<file path="src/rtl/byte_logic_sched.sv">
// Two-requester round-robin scheduler in front of one shared byte-wide logic unit.
// A granted operation is latched, evaluated one cycle later and held as a tagged result until taken.
module byte_logic_sched #(
  parameter int CNT_W = 8
) (
  input  logic             clk,
  input  logic             rst,
  input  logic             R0_valid,
  output logic             R0_ready,
  input  logic [1:0]       R0_op,
  input  logic [7:0]       R0_A,
  input  logic [7:0]       R0_B,
  input  logic             R1_valid,
  output logic             R1_ready,
  input  logic [1:0]       R1_op,
  input  logic [7:0]       R1_A,
  input  logic [7:0]       R1_B,
  output logic             Res_valid,
  input  logic             Res_ready,
  output logic [7:0]       Res_data,
  output logic             Res_id,
  output logic [CNT_W-1:0] Cnt0,
  output logic [CNT_W-1:0] Cnt1,
  output logic             Busy,
  output logic [1:0]       dbg_state_o,
  output logic             dbg_prio_o
);

  // Handshakes: a request moves on Rx_valid && Rx_ready, a result on Res_valid && Res_ready;
  // Rx_ready is only ever high in IDLE and only for the granted requester.
  typedef enum logic [1:0] {
    IDLE = 2'd0,
    EXEC = 2'd1,
    DONE = 2'd2
  } state_t;

  state_t           state_q;
  logic             prio_q;
  logic             id_q;
  logic [1:0]       op_q;
  logic [7:0]       a_q;
  logic [7:0]       b_q;
  logic             res_valid_q;
  logic [7:0]       res_data_q;
  logic             res_id_q;
  logic [CNT_W-1:0] cnt0_q;
  logic [CNT_W-1:0] cnt1_q;

  logic             grant_v_d;
  logic             grant_id_d;
  logic [7:0]       alu_d;

  always_comb begin
    grant_v_d  = (state_q == IDLE) && (R0_valid || R1_valid);
    grant_id_d = R1_valid;
    if (R0_valid && R1_valid) begin
      grant_id_d = prio_q;
    end
  end

  assign R0_ready = grant_v_d && !grant_id_d;
  assign R1_ready = grant_v_d && grant_id_d;

  always_comb begin
    alu_d = 8'h00;
    case (op_q)
      2'b00:   alu_d = a_q | b_q;
      2'b01:   alu_d = a_q & b_q;
      2'b10:   alu_d = a_q ^ b_q;
      default: alu_d = ~(a_q | b_q);
    endcase
  end

  always_ff @(posedge clk) begin
    if (rst) begin
      state_q     <= IDLE;
      prio_q      <= 1'b0;
      id_q        <= 1'b0;
      op_q        <= 2'b00;
      a_q         <= 8'h00;
      b_q         <= 8'h00;
      res_valid_q <= 1'b0;
      res_data_q  <= 8'h00;
      res_id_q    <= 1'b0;
      cnt0_q      <= '0;
      cnt1_q      <= '0;
    end else begin
      case (state_q)
        IDLE: begin
          if (grant_v_d) begin
            id_q    <= grant_id_d;
            op_q    <= grant_id_d ? R1_op : R0_op;
            a_q     <= grant_id_d ? R1_A : R0_A;
            b_q     <= grant_id_d ? R1_B : R0_B;
            prio_q  <= ~grant_id_d;
            state_q <= EXEC;
          end
        end
        EXEC: begin
          res_data_q  <= alu_d;
          res_id_q    <= id_q;
          res_valid_q <= 1'b1;
          state_q     <= DONE;
        end
        DONE: begin
          // Result and tag stay frozen until the consumer takes them.
          if (Res_ready) begin
            res_valid_q <= 1'b0;
            if (res_id_q) begin
              cnt1_q <= cnt1_q + CNT_W'(1);
            end else begin
              cnt0_q <= cnt0_q + CNT_W'(1);
            end
            state_q <= IDLE;
          end
        end
        default: state_q <= IDLE;
      endcase
    end
  end

  assign Res_valid   = res_valid_q;
  assign Res_data    = res_data_q;
  assign Res_id      = res_id_q;
  assign Cnt0        = cnt0_q;
  assign Cnt1        = cnt1_q;
  assign Busy        = (state_q != IDLE);
  assign dbg_state_o = state_q;
  assign dbg_prio_o  = prio_q;

endmodule

</file>
<file path="config.mk">
export PLATFORM = sky130hd
export DESIGN_NAME = byte_logic_sched
export DESIGN_NICKNAME = d
export VERILOG_FILES = /design/src/rtl/byte_logic_sched.sv
export SDC_FILE = /design/constraint.sdc
export NUM_CORES = 1
export LEC_CHECK = 0
export ABC_AREA = 1
export CORE_UTILIZATION = 43
export CTS_BUF_LIST = sky130_fd_sc_hd__clkbuf_4 sky130_fd_sc_hd__clkbuf_8 sky130_fd_sc_hd__clkbuf_16
export DETAILED_ROUTE_END_ITERATION = 16
export GPL_ROUTABILITY_DRIVEN = 0
export PLACE_DENSITY = 0.76
export REMOVE_ABC_BUFFERS = 1
export SYNTH_ARGS = -nofsm -noshare
export SYNTH_HDL_FRONTEND = slang
export SYNTH_SLANG_ARGS = --single-unit
</file>
<file path="constraint.sdc">
create_clock -name clk -period 1.14 [get_ports clk]
set_input_delay 0.228 -clock clk [delete_from_list [all_inputs] [get_ports clk]]
set_output_delay 0.228 -clock clk [all_outputs]
set_load 0.02 [all_outputs]
</file>
==> impl_metrics.yaml <==
detailed_routing:
  wl_um: 8056
  drt-wirelength-per-cell_um: 13.77
  vias: 2947
  viasPerCell: 5.038
  drcViolationCount: 0
  dr.pass1.iters: 4
  ant_nets: 0
  drtIter0Drc: 101
timing:
  whs_ps: 470.6
  fin_ws_ps: -253.5
  worst_pin_slew_ps: 327.5
  tns_ps: -6796
  relSlewSlack: 0.7812
  fmax_mhz: 717.6
  skew_ps: 8.095
  hold_viol: 0
  layout_worst_path_cycle_share: 1.222
  grt_setup_unrepaired: "yes"
  fin_crit_ps: 1394
  setup_viol: 49
  slew_violations: 0
floorplan:
  die_height_um: 80.58
  start_util: 0.4458
  core_sq_um: 5956
  rows: 28
  dieArea_sq_um: 6493
  die_w_um: 80.58
  ios: 73
yosys:
  synth.avg_cell_area_sq_um: 6.825
  synth-compound-area-share: 0.09237
  synthMuxAreaShare: 0
  synth_cell_types: 23
  ys_seq_area_frac: 0.3619
  synth_warnings: 0
  synth-simple-area-share: 0.3365
  synth-xor-area-share: 0
  yosys.area_share.adder: 0.08483
  synth_top_family_by_area: "simple AND/OR/NAND/NOR gates"
  synthCells: 389
  synth_area_sq_um: 2655
  ys_ff_latch: 48
worst_setup_path:
  critPathMaxFanout: 2
  critPathCaptureType: "output port"
  reg2reg_from: "dbg_state_o[1]"
  path_class: "reg2out"
  crit_required_ps: 910
  cp-start-kind: "register"
  startpoint: "dbg_prio_o"
  cp.arrival_ps: 1170
hold_path:
  hold_start: "id_q"
  hp-class: "reg2reg"
final_layout:
  drive_gt1_frac: 0.3314
  instances_no_fill: 585
  n_fill_cell: 484
  nNetsFinal: 568
  synthToLayoutAreaGrowth_pct: 59.24
  diodes: 0
outcome:
  status: "finished, violations left"
  failed_checks: "negative setup slack"
grt:
  grt_pass1_vias: 2655
  grt_pass1_wl_um: 11810
  gr-usage-all-layers: 0.2344
  antenna_found_initial: 0
  grt.overflow.total: 0
  grt_start_max_net_pins: 22
pwr:
  max-vdd-ir-drop_mv: 0.6927
  cellLeakagePower_nw: 2.081
  p_per_area_nw_per_um2: 1097
  power_mw: 4.636
clock_network:
  cts_tree: "built"
  clock_path_buffers: 2
  htree_levels: 2
  numCtsBuffers: 5
  worstSkewPairLatency_ps: 310
  cts_root_buf: "clkbuf_8"
  clkTransAtPathRegs_ps: 100
  cts.sinks: 48
place:
  hpwl_um: 4764
  post-place-cells: 557
  port_buffers: 72
job:
  maxCapViolCount: 0
## layer usage
layer,vias to the layer above,GRT usage,part of all wire
met4,0,0.07679,0.018
met2,86,0.4314,0.53
met5,-,0,0
li1,1453,-,-
met3,17,0.03636,0.040
met1,1391,0.2732,0.41
## cells by family after synthesis
kind of cell,Yosys count
flops,48
fa+ha+maj,18
compound gates,44
buf+inv,75
simple gates,204
## layout by cell type, fill, tap and decap left out, types with 4 or more instances in the layout
cell type	n
inv_1	54
o21ai_0	10
nand4_1	4
nand2_2	9
buf_2	26
o21ai_2	10
o21ai_1	5
nor2_4	10
nor2_1	30
a21oi_1	5
dfxtp_2	6
ha_1	18
buf_12	4
nand3_2	11
clkdlybuf4s50_1	38
nand2_1	112
a21oi_2	6
a41oi_2	5
nand3_1	21
buf_4	26
inv_2	5
clkbuf_8	5
dfxtp_1	41
inv_4	4
buf_6	25
## final timing paths
check / end / slack [ps] / depth (start not counted)
hold reg to reg: id_q / 470 / 2
setup reg to reg: Cnt1[3] / -240 / 9
setup / recovery: R0_ready / -250 / 6
hold / removal: id_q / 470 / 2
## metrics by stage
| step | util | worst slack [ps] | cell area (sq um) |
|---|---|---|---|
| 2_1_floorplan | - | -584.5 | 2561 |
| 3_3_place_gp | 0.6147 | -819.0 | 3661 |
| 3_5_place_dp | 0.6147 | -788.9 | 3661 |
| 4_1_cts | 0.6868 | -236.6 | 4090 |
| 5_1_grt | 0.7099 | -328.2 | 4228 |
| 6_report | 0.7099 | -253.5 | 4228 |
## repair_timing
item | CTS | global route
pin swaps | 24 | 22
resized for setup | 218 | 44
gates cloned | 3 | 2
hold buffers | 0 | 0
setup buffers | 12 | 7
endpoints found under the setup margin | 74 | 58
## flip-flops by register name (all words and copies together), names as in the netlist
| signal | cells |
|---|---|
| Res_valid | 1 |
| dbg_state_o | 2 |
| op_q | 2 |
| dbg_prio_o | 1 |
| a_q | 8 |
| id_q | 1 |
| Cnt0 | 8 |
| Res_data | 8 |
| Res_id | 1 |
| Cnt1 | 8 |
| b_q | 8 |
## cell usage after synthesis (all sizes together)
cell type,number,area (sq um)
a21oi,11,55.05
a41oi,5,43.79
buf,11,90.08
clkbuf,1,3.750
dfxtp,48,960.9
ha,18,225.2
inv,63,236.5
nand2,123,464.2
nand3,33,205.2
nand4,4,25.02
nor2,41,181.4
nor3,2,10.01
nor3b,1,7.510
o21a,1,7.510
o21ai,27,138.9
## layout make-up
| cell class | instances | area, sq um | area share |
|---|---|---|---|
| clock inverters | 3 | 46.29 | 0.01095 |
| inverters | 63 | 246.5 | 0.05830 |
| clock buffers | 5 | 68.82 | 0.01628 |
| flip-flops and latches | 48 | 972.2 | 0.2299 |
| repair buffers | 125 | 1180 | 0.2791 |
| multi-input cells | 266 | 1620 | 0.3832 |
| well taps | 75 | 93.84 | 0.02220 |
## critical path, stage by stage (launching register included)
cell     delay (ps)
dfxtp_2         340
inv_2            60
nand2_2          50
nand2_2         100
inv_2            60
nor2_4          110
buf_6           130
## where the power goes
group | leakage [nW] | internal, mW | switching [mW] | total (mW)
combinational | 1.63 | 0.687 | 0.743 | 1.43
clock | 0.0548 | 0.662 | 0.633 | 1.30
sequential | 0.396 | 1.80 | 0.109 | 1.91
No activity file was read; power rests on OpenSTA's default activity.
